==> src/rtl/decode_ctrl_stage.sv <==
// ID-stage decoder for RV32I/M with a registered ID/EX control boundary and a
// counter-based stall FSM that holds EX while a multi-cycle MUL/DIV is running.
`timescale 1ns/1ps
module decode_ctrl_stage #(
  parameter bit EN_M       = 1'b1,
  parameter int MUL_CYCLES = 1,
  parameter int DIV_CYCLES = 32
) (
  input  logic        clk,
  input  logic        rst_n,
  input  logic [31:0] InstD,
  input  logic        valid_d,
  input  logic        flush,
  input  logic        stall_ex,
  output logic        valid_e,
  output logic        illegal_e,
  output logic        reg_wr_e,
  output logic        mem_wr_e,
  output logic        branch_e,
  output logic        jump_e,
  output logic        sel_a_e,
  output logic        sel_b_e,
  output logic [1:0]  wb_sel_e,
  output logic [2:0]  imm_src_e,
  output logic [2:0]  funct3_e,
  output logic [4:0]  alu_op_e,
  output logic        md_busy,
  output logic        stall_d
);

  localparam logic [6:0] OPC_R      = 7'b0110011;
  localparam logic [6:0] OPC_IMM    = 7'b0010011;
  localparam logic [6:0] OPC_LOAD   = 7'b0000011;
  localparam logic [6:0] OPC_STORE  = 7'b0100011;
  localparam logic [6:0] OPC_LUI    = 7'b0110111;
  localparam logic [6:0] OPC_AUIPC  = 7'b0010111;
  localparam logic [6:0] OPC_BRANCH = 7'b1100011;
  localparam logic [6:0] OPC_JAL    = 7'b1101111;
  localparam logic [6:0] OPC_JALR   = 7'b1100111;

  localparam logic [6:0] F7_BASE   = 7'b0000000;
  localparam logic [6:0] F7_ALT    = 7'b0100000;
  localparam logic [6:0] F7_MULDIV = 7'b0000001;

  localparam logic [4:0] ALU_ADD  = 5'b00000;
  localparam logic [4:0] ALU_SUB  = 5'b00001;
  localparam logic [4:0] ALU_SLL  = 5'b00010;
  localparam logic [4:0] ALU_SLT  = 5'b00011;
  localparam logic [4:0] ALU_SLTU = 5'b00100;
  localparam logic [4:0] ALU_XOR  = 5'b00101;
  localparam logic [4:0] ALU_SRL  = 5'b00110;
  localparam logic [4:0] ALU_SRA  = 5'b00111;
  localparam logic [4:0] ALU_OR   = 5'b01000;
  localparam logic [4:0] ALU_AND  = 5'b01001;
  localparam logic [4:0] ALU_LUI  = 5'b01010;
  localparam logic [4:0] ALU_MUL  = 5'b01011;

  localparam logic [1:0] WB_PC4 = 2'b00;
  localparam logic [1:0] WB_ALU = 2'b01;
  localparam logic [1:0] WB_MEM = 2'b10;

  localparam logic [2:0] IMM_I = 3'b000;
  localparam logic [2:0] IMM_S = 3'b001;
  localparam logic [2:0] IMM_B = 3'b010;
  localparam logic [2:0] IMM_J = 3'b011;
  localparam logic [2:0] IMM_U = 3'b100;

  // Residual occupancy after the capture cycle; zero means no stall at all.
  localparam logic [6:0] MUL_LOAD = 7'(MUL_CYCLES - 1);
  localparam logic [6:0] DIV_LOAD = 7'(DIV_CYCLES - 1);

  typedef struct packed {
    logic       illegal;
    logic       reg_wr;
    logic       mem_wr;
    logic       branch;
    logic       jump;
    logic       sel_a;
    logic       sel_b;
    logic [1:0] wb_sel;
    logic [2:0] imm_src;
    logic [2:0] funct3;
    logic [4:0] alu_op;
  } ctrl_t;

  typedef enum logic {IDLE = 1'b0, MD_WAIT = 1'b1} state_t;

  logic [6:0] opcode;
  logic [2:0] funct3;
  logic [6:0] funct7;
  logic       unused_fields;

  logic [4:0] base_op;
  logic [4:0] m_op;

  ctrl_t      dec_ctrl;
  logic       dec_legal;
  logic       dec_is_m;

  ctrl_t      cap_ctrl;
  logic       cap_valid;
  logic       cap_md;
  logic [6:0] cap_load;
  logic       capture;

  ctrl_t      ctrl_reg;
  logic       valid_reg;

  state_t     state_reg, state_next;
  logic [6:0] cnt_reg, cnt_next;

  assign opcode = InstD[6:0];
  assign funct3 = InstD[14:12];
  assign funct7 = InstD[31:25];
  // Register specifiers and immediates are consumed by the datapath, not here.
  assign unused_fields = ^{InstD[24:15], InstD[11:7]};

  always_comb begin : base_alu
    base_op = ALU_ADD;
    case (funct3)
      3'b000:  base_op = ALU_ADD;
      3'b001:  base_op = ALU_SLL;
      3'b010:  base_op = ALU_SLT;
      3'b011:  base_op = ALU_SLTU;
      3'b100:  base_op = ALU_XOR;
      3'b101:  base_op = funct7[5] ? ALU_SRA : ALU_SRL;
      3'b110:  base_op = ALU_OR;
      default: base_op = ALU_AND;
    endcase
    // MUL..REMU occupy consecutive codes in funct3 order.
    m_op = ALU_MUL + {2'b00, funct3};
  end

  always_comb begin : decode
    dec_ctrl  = '0;
    dec_legal = 1'b1;
    dec_is_m  = 1'b0;
    case (opcode)
      OPC_R: begin
        dec_ctrl.reg_wr = 1'b1;
        dec_ctrl.sel_a  = 1'b1;
        dec_ctrl.wb_sel = WB_ALU;
        dec_ctrl.funct3 = funct3;
        case (funct7)
          F7_BASE: dec_ctrl.alu_op = base_op;
          F7_ALT: begin
            if (funct3 == 3'b000)      dec_ctrl.alu_op = ALU_SUB;
            else if (funct3 == 3'b101) dec_ctrl.alu_op = ALU_SRA;
            else                       dec_legal = 1'b0;
          end
          F7_MULDIV: begin
            if (EN_M) begin
              dec_ctrl.alu_op = m_op;
              dec_is_m        = 1'b1;
            end else begin
              dec_legal = 1'b0;
            end
          end
          default: dec_legal = 1'b0;
        endcase
      end
      OPC_IMM: begin
        dec_ctrl.reg_wr  = 1'b1;
        dec_ctrl.sel_a   = 1'b1;
        dec_ctrl.sel_b   = 1'b1;
        dec_ctrl.wb_sel  = WB_ALU;
        dec_ctrl.imm_src = IMM_I;
        dec_ctrl.funct3  = funct3;
        dec_ctrl.alu_op  = base_op;
        // Shift-immediates reuse funct7 as an opcode extension, so it must be exact.
        if (funct3 == 3'b001 && funct7 != F7_BASE)
          dec_legal = 1'b0;
        if (funct3 == 3'b101 && funct7 != F7_BASE && funct7 != F7_ALT)
          dec_legal = 1'b0;
      end
      OPC_LOAD: begin
        dec_ctrl.reg_wr  = 1'b1;
        dec_ctrl.sel_a   = 1'b1;
        dec_ctrl.sel_b   = 1'b1;
        dec_ctrl.wb_sel  = WB_MEM;
        dec_ctrl.imm_src = IMM_I;
        dec_ctrl.funct3  = funct3;
      end
      OPC_STORE: begin
        dec_ctrl.mem_wr  = 1'b1;
        dec_ctrl.sel_a   = 1'b1;
        dec_ctrl.sel_b   = 1'b1;
        dec_ctrl.imm_src = IMM_S;
        dec_ctrl.funct3  = funct3;
      end
      OPC_LUI: begin
        dec_ctrl.reg_wr  = 1'b1;
        dec_ctrl.sel_b   = 1'b1;
        dec_ctrl.wb_sel  = WB_ALU;
        dec_ctrl.imm_src = IMM_U;
        dec_ctrl.alu_op  = ALU_LUI;
      end
      OPC_AUIPC: begin
        dec_ctrl.reg_wr  = 1'b1;
        dec_ctrl.sel_b   = 1'b1;
        dec_ctrl.wb_sel  = WB_ALU;
        dec_ctrl.imm_src = IMM_U;
      end
      OPC_BRANCH: begin
        // ALU forms the target PC+imm; the compare is selected by funct3 in EX.
        dec_ctrl.branch  = 1'b1;
        dec_ctrl.sel_b   = 1'b1;
        dec_ctrl.imm_src = IMM_B;
        dec_ctrl.funct3  = funct3;
      end
      OPC_JAL: begin
        dec_ctrl.jump    = 1'b1;
        dec_ctrl.reg_wr  = 1'b1;
        dec_ctrl.sel_b   = 1'b1;
        dec_ctrl.wb_sel  = WB_PC4;
        dec_ctrl.imm_src = IMM_J;
      end
      OPC_JALR: begin
        dec_ctrl.jump    = 1'b1;
        dec_ctrl.reg_wr  = 1'b1;
        dec_ctrl.sel_a   = 1'b1;
        dec_ctrl.sel_b   = 1'b1;
        dec_ctrl.wb_sel  = WB_PC4;
        dec_ctrl.imm_src = IMM_I;
        dec_ctrl.funct3  = funct3;
      end
      default: dec_legal = 1'b0;
    endcase
  end

  always_comb begin : capture_sel
    cap_ctrl  = '0;
    cap_valid = 1'b0;
    cap_md    = 1'b0;
    cap_load  = '0;
    if (valid_d) begin
      cap_valid = 1'b1;
      if (dec_legal) begin
        cap_ctrl = dec_ctrl;
        cap_md   = dec_is_m;
        cap_load = funct3[2] ? DIV_LOAD : MUL_LOAD;
      end else begin
        cap_ctrl.illegal = 1'b1;
      end
    end
  end

  assign capture = !flush && !stall_d;

  always_ff @(posedge clk or negedge rst_n) begin : fsm_state
    if (!rst_n) begin
      state_reg <= IDLE;
      cnt_reg   <= '0;
    end else begin
      state_reg <= state_next;
      cnt_reg   <= cnt_next;
    end
  end

  always_comb begin : fsm_next
    state_next = state_reg;
    cnt_next   = cnt_reg;
    if (flush) begin
      state_next = IDLE;
      cnt_next   = '0;
    end else begin
      case (state_reg)
        IDLE: begin
          if (capture && cap_md) begin
            cnt_next   = cap_load;
            state_next = (cap_load != 7'd0) ? MD_WAIT : IDLE;
          end
        end
        MD_WAIT: begin
          // Counts down even under stall_ex: the unit keeps computing.
          cnt_next = cnt_reg - 7'd1;
          if (cnt_reg == 7'd1)
            state_next = IDLE;
        end
      endcase
    end
  end

  always_comb begin : fsm_out
    md_busy = (state_reg == MD_WAIT);
    stall_d = stall_ex | md_busy;
  end

  always_ff @(posedge clk or negedge rst_n) begin : ex_register
    if (!rst_n) begin
      valid_reg <= 1'b0;
      ctrl_reg  <= '0;
    end else if (flush) begin
      valid_reg <= 1'b0;
      ctrl_reg  <= '0;
    end else if (!stall_d) begin
      valid_reg <= cap_valid;
      ctrl_reg  <= cap_ctrl;
    end
  end

  assign valid_e   = valid_reg;
  assign illegal_e = ctrl_reg.illegal;
  assign reg_wr_e  = ctrl_reg.reg_wr;
  assign mem_wr_e  = ctrl_reg.mem_wr;
  assign branch_e  = ctrl_reg.branch;
  assign jump_e    = ctrl_reg.jump;
  assign sel_a_e   = ctrl_reg.sel_a;
  assign sel_b_e   = ctrl_reg.sel_b;
  assign wb_sel_e  = ctrl_reg.wb_sel;
  assign imm_src_e = ctrl_reg.imm_src;
  assign funct3_e  = ctrl_reg.funct3;
  assign alu_op_e  = ctrl_reg.alu_op;

endmodule

==> config.mk <==
export PLATFORM = sky130hd
export DESIGN_NAME = decode_ctrl_stage
export DESIGN_NICKNAME = d
export VERILOG_FILES = /design/src/rtl/decode_ctrl_stage.sv
export SDC_FILE = /design/constraint.sdc
export NUM_CORES = 1
export LEC_CHECK = 0
export CORE_AREA = 2 2 49 85
export CTS_BUF_LIST = sky130_fd_sc_hd__clkbuf_2
export CTS_CLUSTER_DIAMETER = 200
export DETAILED_ROUTE_END_ITERATION = 8
export DIE_AREA = 0 0 51 87
export PLACE_DENSITY = 0.84
export REMOVE_ABC_BUFFERS = 1
export SLEW_MARGIN = 25
export SYNTH_ARGS = -nofsm -noshare
export SYNTH_HDL_FRONTEND = slang
export SYNTH_SLANG_ARGS = --single-unit
==> constraint.sdc <==
create_clock -name clk -period 3.09 [get_ports clk]
set_clock_uncertainty 0.1 [all_clocks]
set_input_delay 0.618 -clock clk [delete_from_list [all_inputs] [get_ports clk]]
set_output_delay 0.618 -clock clk [all_outputs]
set_load 0.05 [all_outputs]
==> flow_metrics.env, run 1 <==
export IMPL_criticalPathCategory="in2out"
export IMPL_ys_top_cells_by_area="dfrtp_1, ha_1, nand2_1, nor2_1, a21oi_1"
export IMPL_m3_gr_usage=0.0326
export IMPL_use_met1=0.225
export IMPL_hold_violations=0
export IMPL_reg2reg_depth=4
export IMPL_number_of_antenna_violations_at_the_first_check_in_global_routing=0
export IMPL_cap_viol_max_count=0
export IMPL_min_period_over_period=0.909
export IMPL_utilization=0.638
export IMPL_final_max_slew_violation_count=0
export IMPL_synth_area_per_cell_um2=8.94
export IMPL_synth_top_cells_by_count="dfrtp_1, nand2_1, nor2_1"
export IMPL_grt_ovf=0
export IMPL_die_w_um=51
export IMPL_wl_per_cell_um=14.5
export IMPL_synth_async_sr_flop_share=1.00
export IMPL_fp_coreArea_um2=3790
export IMPL_reg2reg_to="cnt_reg[4]"
export IMPL_synth_top_family_by_area="simple AND/OR/NAND/NOR gates"
export IMPL_grt_pass1_wl_um=7400
export IMPL_cts_tree="done"
export IMPL_clock_latency_ns=0.36
export IMPL_reg2reg_slack_ns=1.38
export IMPL_area_growth_pct=32.0
export IMPL_diodes=0
export IMPL_ys_seq_area_frac=0.396
export IMPL_cts_root_buf="clkbuf_2"
export IMPL_crit_path_cells="clkdlybuf4s50_1, or2_2, clkdlybuf4s50_1"
export IMPL_outcome="finished clean"
export IMPL_r2r_start="md_busy"
export IMPL_worst_setup_sp="stall_ex"
export IMPL_numCtsBuffers=5
export IMPL_cp_slowest_cell="clkdlybuf4s50_1"
export IMPL_syn_area_um2=1830
export IMPL_timing_critical_path_required_ns=2.37
export IMPL_synth_distinct_cells=50
export IMPL_ctsHtreeMaxLevel=2
export IMPL_yosys_area_share_adder=0.0614
export IMPL_route_detailed_vias_per_inst=5.68
export IMPL_pin_count=60
export IMPL_worstHoldStart="branch_e"
export IMPL_timing_worst_slew_pin_value_ns=0.510
export IMPL_largest_register_ff_count=7
export IMPL_antenna_violation_net_count_after_detailed_routing=0
export IMPL_firstDrtPassIters=4
export IMPL_cts_hold_buffers=0
export IMPL_grt_setup_unrepaired="false"
export IMPL_cp_num_buf_inv=2
export IMPL_hp_class="reg2reg"
export IMPL_worst_path_most_repeated_cell="clkdlybuf4s50_1"
export IMPL_yosysTopAreaCellShare=0.396
export IMPL_worst_setup_path_end_kind="primary output"
export IMPL_worst_path_largest_cell_delay_ns=0.71
export IMPL_slew_headroom=0.659
export IMPL_cellLeakagePower_nw=1.05
export IMPL_regArea_um2=726
export IMPL_post_synth_top_area_cell="dfrtp_1"
export IMPL_yosys_most_used_dff="dfrtp_1"
export IMPL_detailedPlacementHpwl_um=3530
export IMPL_worst_path_dominant_cell_family="buffers and inverters"
export IMPL_netlist_instances=205
export IMPL_io_buffers=44
export IMPL_setup_tns_ns=0
export IMPL_cp_arrival_ns=2.09
export IMPL_fin_crit_ns=2.81
export IMPL_drive_above_1_share=0.0923
export IMPL_finish_cell_count_without_fillers=308
export IMPL_synth_yosys_warnings=0
export IMPL_via_count_of_the_first_global_routing_pass=1760
export IMPL_globalRouteTotalUtil=0.220
export IMPL_critPathLaunchType="input pin"
export IMPL_count_of_flip_flops_with_a_built_in_enable_after_synthesis=0
export IMPL_chipHeight_um=87
export IMPL_area_taken_by_multi_input_logic_gates_um2=1020
export IMPL_timing_critical_path_to="stall_d"
export IMPL_power_ir_vdd_worst_v=0.000138
export IMPL_remaining_routing_drc_violations=0
export IMPL_setup_slack_ns=0.280
export IMPL_vias=1750
export IMPL_fin_nets=305
export IMPL_synth_simple_area_share=0.242
export IMPL_maximum_number_of_pins_on_one_net_before_global_route_repair=30
export IMPL_die_area_um2=4440
export IMPL_drt_first_iter_violations=48
export IMPL_wirelength_um=4470
export IMPL_clk_pin_slew_ns=0.15
export IMPL_max_freq_ghz=0.356
export IMPL_fp_row_count=30
export IMPL_clkSinkCount=29
export IMPL_mux_cell_area_share_after_synthesis=0.00546
export IMPL_post_synth_xor_area_fraction=0.0239
export IMPL_clockBufferDepth=2
export IMPL_place_inst=300
export IMPL_floorplan_initialDensity=0.483
export IMPL_final_fill_count=340
export IMPL_synth_compound_area_share=0.227
export IMPL_cp_max_fo=3
export IMPL_finalWeightedCongestion=0.874
export IMPL_cts_setup_buffers=0
export IMPL_cts_repair_resize_count=0
export IMPL_power_mw=0.696
export IMPL_grt_util_met2=0.418
export IMPL_top_usage_layer_grt="met2"
export IMPL_pwr_density_cell_nw_per_um2=288
export IMPL_final_setup_viol_count=0
export IMPL_cp_num_cells=3
export IMPL_postSynthRegisterBits=29
export IMPL_post_place_ws_ns=0.171
## layout make-up
cell class / count / area share
multi-input combinational: 156 / 0.423
sequential: 29 / 0.300
timing repair buffer: 56 / 0.219
tap: 48 / 0.0248
inverter: 11 / 0.0171
clock buffer: 5 / 0.0103
clock inverter: 3 / 0.00517
## placed cells by master, fill, tap and decap left out, types with 7 or more instances in the layout
| cell type | synthesis | final |
|---|---|---|
| o21ai_0 | 9 | 9 |
| clkdlybuf4s50_1 | 0 | 44 |
| dfrtp_1 | 29 | 29 |
| buf_4 | 0 | 12 |
| inv_1 | 11 | 11 |
| a21oi_1 | 12 | 12 |
| ha_1 | 9 | 9 |
| nor3_1 | 7 | 7 |
| nand2_1 | 29 | 29 |
| nor2_1 | 19 | 19 |
## worst min path at each step
stage | to | slack [ns] | cells after the start
global route | illegal_e | 0.43 | 2
CTS | branch_e | 0.40 | 2
floorplan | alu_op_e[0] | 0.22 | 0
global placement | mem_wr_e | 0.36 | 2
finish | branch_e | 0.39 | 2
detailed placement | branch_e | 0.37 | 2
## per-layer routing
metal,vias to the layer above,wire [um]
met5,-,0
met4,0,112
met3,10,137
met2,50,2490
met1,832,1730
li1,858,-
## metrics by stage
stage	hold slack, ns	area [um2]
after floorplan	0.222	1790
after global placement	0.355	2380
after detailed placement	0.368	2380
after CTS	0.402	2420
after global routing	0.432	2420
final	0.393	2420
## cells by family (layout without fill, tap and decap cells)
logic type	after synthesis	count (layout)
compound gates	56	56
xor+xnor	5	5
fa+ha+maj	9	9
buf+inv	20	75
flops	29	29
mux	1	1
simple gates	85	85
## worst register-to-register path, delay by kind of cell (launching register included)
kind | cells | cell delay (ns)
flip-flops | 1 | 0.53
AND/OR/NAND/NOR | 2 | 0.45
AO/OA/AOI/OAI | 1 | 0.35
buffers and inverters | 1 | 0.19
## where the power goes
part | leakage (nW) | total, mW | internal (mW) | switching, mW
logic | 0.619 | 0.133 | 0.0581 | 0.0744
clock network | 0.0278 | 0.181 | 0.0494 | 0.132
registers | 0.404 | 0.382 | 0.381 | 0.000862
Power figures use the tool's default switching activity.
==> inputs of run 2 (changes only) <==
Settings changed: SLEW_MARGIN 25 to 20.
==> results of run 2 <==
Final layout, timing and power as in run 1 (identical DEF).
==> inputs of run 3 (changes only) <==
Settings changed: ABC_AREA set to 1, CORE_AREA 2 2 49 85 to 2 2 50 86, DIE_AREA 0 0 51 87 to 0 0 52 88, HOLD_SLACK_MARGIN set to 0.05, PLACE_DENSITY 0.84 to 0.85.
==> run 3 against run 2 <==
- worst setup slack better by 0.20 ns
- critical path depth is 2 lower
- non-clock buffer count is 9 lower
- largest power group unchanged
- sequential share of layout area is 0.98 points lower
- global-route usage is 0.90 points higher
==> flow_metrics.env, run 3 <==
export IMPL_drt_first_iter_violations=47
export IMPL_slew_headroom=0.661
export IMPL_number_of_antenna_violations_at_the_first_check_in_global_routing=0
export IMPL_grt_setup_unrepaired="false"
export IMPL_final_setup_viol_count=0
export IMPL_power_mw=0.777
export IMPL_cts_hold_buffers=0
export IMPL_outcome="finished clean"
export IMPL_timing_worst_slew_pin_value_ns=0.507
export IMPL_cp_slowest_cell="clkdlybuf4s50_1"
export IMPL_floorplan_initialDensity=0.501
export IMPL_ys_top_cells_by_area="dfrtp_1, nand2_1, nand3_1, ha_1, inv_1"
export IMPL_clkSinkCount=29
export IMPL_chipHeight_um=88
export IMPL_cp_max_fo=9
export IMPL_die_area_um2=4580
export IMPL_postPlaceCellArea_um2=2440
export IMPL_max_freq_ghz=0.384
export IMPL_maximum_number_of_pins_on_one_net_before_global_route_repair=30
export IMPL_critPathLaunchType="flop"
export IMPL_cts_repair_resize_count=0
export IMPL_postSynthRegisterBits=29
export IMPL_cts_setup_buffers=0
export IMPL_synth_async_sr_flop_share=1.00
export IMPL_cts_root_buf="clkbuf_2"
export IMPL_firstDrtPassIters=4
export IMPL_final_max_slew_violation_count=0
export IMPL_yosysTopAreaCellShare=0.375
export IMPL_synth_area_per_cell_um2=7.39
export IMPL_regArea_um2=726
export IMPL_criticalPathCategory="reg2out"
export IMPL_final_cell_mix="nand2_1, clkdlybuf4s50_1, dfrtp_1"
export IMPL_globalRouteTotalUtil=0.229
export IMPL_route_detailed_vias_per_inst=5.23
export IMPL_synth_distinct_cells=33
export IMPL_cts_tree="done"
export IMPL_final_fill_count=328
export IMPL_pin_count=60
export IMPL_via_count_of_the_first_global_routing_pass=1898
export IMPL_diodes=0
export IMPL_finalWeightedCongestion=0.873
export IMPL_ys_seq_area_frac=0.375
export IMPL_detailedPlacementHpwl_um=3650
export IMPL_drive_above_1_share=0.137
export IMPL_vias=1895
export IMPL_hp_class="reg2reg"
export IMPL_setup_tns_ns=0
export IMPL_largest_register_ff_count=7
export IMPL_fp_coreArea_um2=3870
export IMPL_syn_area_um2=1940
export IMPL_cellLeakagePower_nw=1.29
export IMPL_worst_path_dominant_cell_family="buffers and inverters"
export IMPL_fin_nets=359
export IMPL_grt_pass1_wl_um=7980
export IMPL_post_route_design_area_um2=2500
export IMPL_yosys_most_used_dff="dfrtp_1"
export IMPL_min_period_over_period=0.843
export IMPL_wl_per_cell_um=12.5
export IMPL_clock_latency_ns=0.35
export IMPL_cap_viol_max_count=0
export IMPL_hold_violations=0
export IMPL_post_synth_top_count_cell="nand2_1"
export IMPL_fp_row_count=30
export IMPL_pwr_density_cell_nw_per_um2=311
export IMPL_cp_arrival_ns=1.89
export IMPL_numCtsBuffers=5
export IMPL_io_buffers=44
export IMPL_area_taken_by_multi_input_logic_gates_um2=1060
export IMPL_antenna_violation_net_count_after_detailed_routing=0
export IMPL_remaining_routing_drc_violations=0
export IMPL_grt_ovf=0
export IMPL_ctsHtreeMaxLevel=2
export IMPL_crit_path_cells="clkdlybuf4s50_1"
export IMPL_worst_path_largest_cell_delay_ns=0.89
export IMPL_post_synth_top_area_cell="dfrtp_1"
export IMPL_clk_pin_slew_ns=0.15
export IMPL_count_of_flip_flops_with_a_built_in_enable_after_synthesis=0
export IMPL_leading_cell_type_in_the_layout_fill_and_taps_excluded="nand2_1"
export IMPL_area_growth_pct=29.2
export IMPL_netlist_instances=262
export IMPL_wirelength_um=4530
export IMPL_synth_top_cells_by_count="nand2_1, dfrtp_1, inv_1"
export IMPL_worst_setup_path_end_kind="primary output"
export IMPL_fin_crit_ns=2.61
export IMPL_cp_num_buf_inv=1
export IMPL_power_ir_vdd_worst_v=0.000204
export IMPL_timing_critical_path_required_ns=2.37
export IMPL_synth_yosys_warnings=0
export IMPL_clockBufferDepth=2
export IMPL_die_w_um=52
-- run 3: cell count changes after synthesis, sizes merged, moves of 5 or more --
cell,change
clkbuf,-5
nand2,+63
inv,+22
o21ai,+6
nand3,+21
-- run 3: metrics by stage --
step | hold WS [ns] | util | cells | setup WS, ns
floorplan | 0.222 | - | 259 | 1.08
global placement | 0.364 | 0.630 | 354 | 0.328
detailed placement | 0.369 | 0.630 | 354 | 0.293
CTS | 0.403 | 0.647 | 362 | 0.462
global route | 0.440 | 0.647 | 362 | 0.439
finish | 0.403 | 0.647 | 362 | 0.485
-- run 3: metal layers --
metal	global-route usage	vias up	wire [um]
li1	-	948	-
met3	0.0273	18	134
met4	0.148	0	185
met1	0.249	877	1720
met5	0	-	0
met2	0.404	52	2490
-- run 3: cell type report --
class / count / area share
timing repair buffer: 47 / 0.184
inverter: 33 / 0.0505
clock buffer: 6 / 0.0120
sequential: 29 / 0.290
clock inverter: 2 / 0.0135
tap: 48 / 0.0240
multi-input combinational: 197 / 0.426
-- run 3: cell families (layout without fill, tap and decap cells) --
logic type	Yosys count	count (layout)	share of synthesized area
and+or+nand+nor	151	151	0.368
buffers and inverters	36	88	0.0750
AOI/OAI and AO/OA	32	32	0.101
DFF	29	29	0.375
adders and majority gates	9	9	0.0582
xor gates and xnor gates	5	5	0.0226
-- run 3: power by group --
group          internal, mW  switching [mW]  total, mW
Combinational        0.0494          0.0759      0.125
Clock                 0.138           0.130      0.268
Sequential            0.382         0.00154      0.384
-- run 3: worst paths after layout --
kind	startpoint	to	slack, ns	cells past startpoint
worst max-delay path	md_busy	md_busy	0.48	1
worst min-delay path	funct3_e[1]	funct3_e[1]	0.40	2
worst max register to register	md_busy	cnt_reg[0]	1.19	11
worst min register to register	funct3_e[1]	funct3_e[1]	0.40	2
max in group asynchronous	rst_n	funct3_e[0]	2.10	2
min in group asynchronous	rst_n	imm_src_e[2]	0.51	2
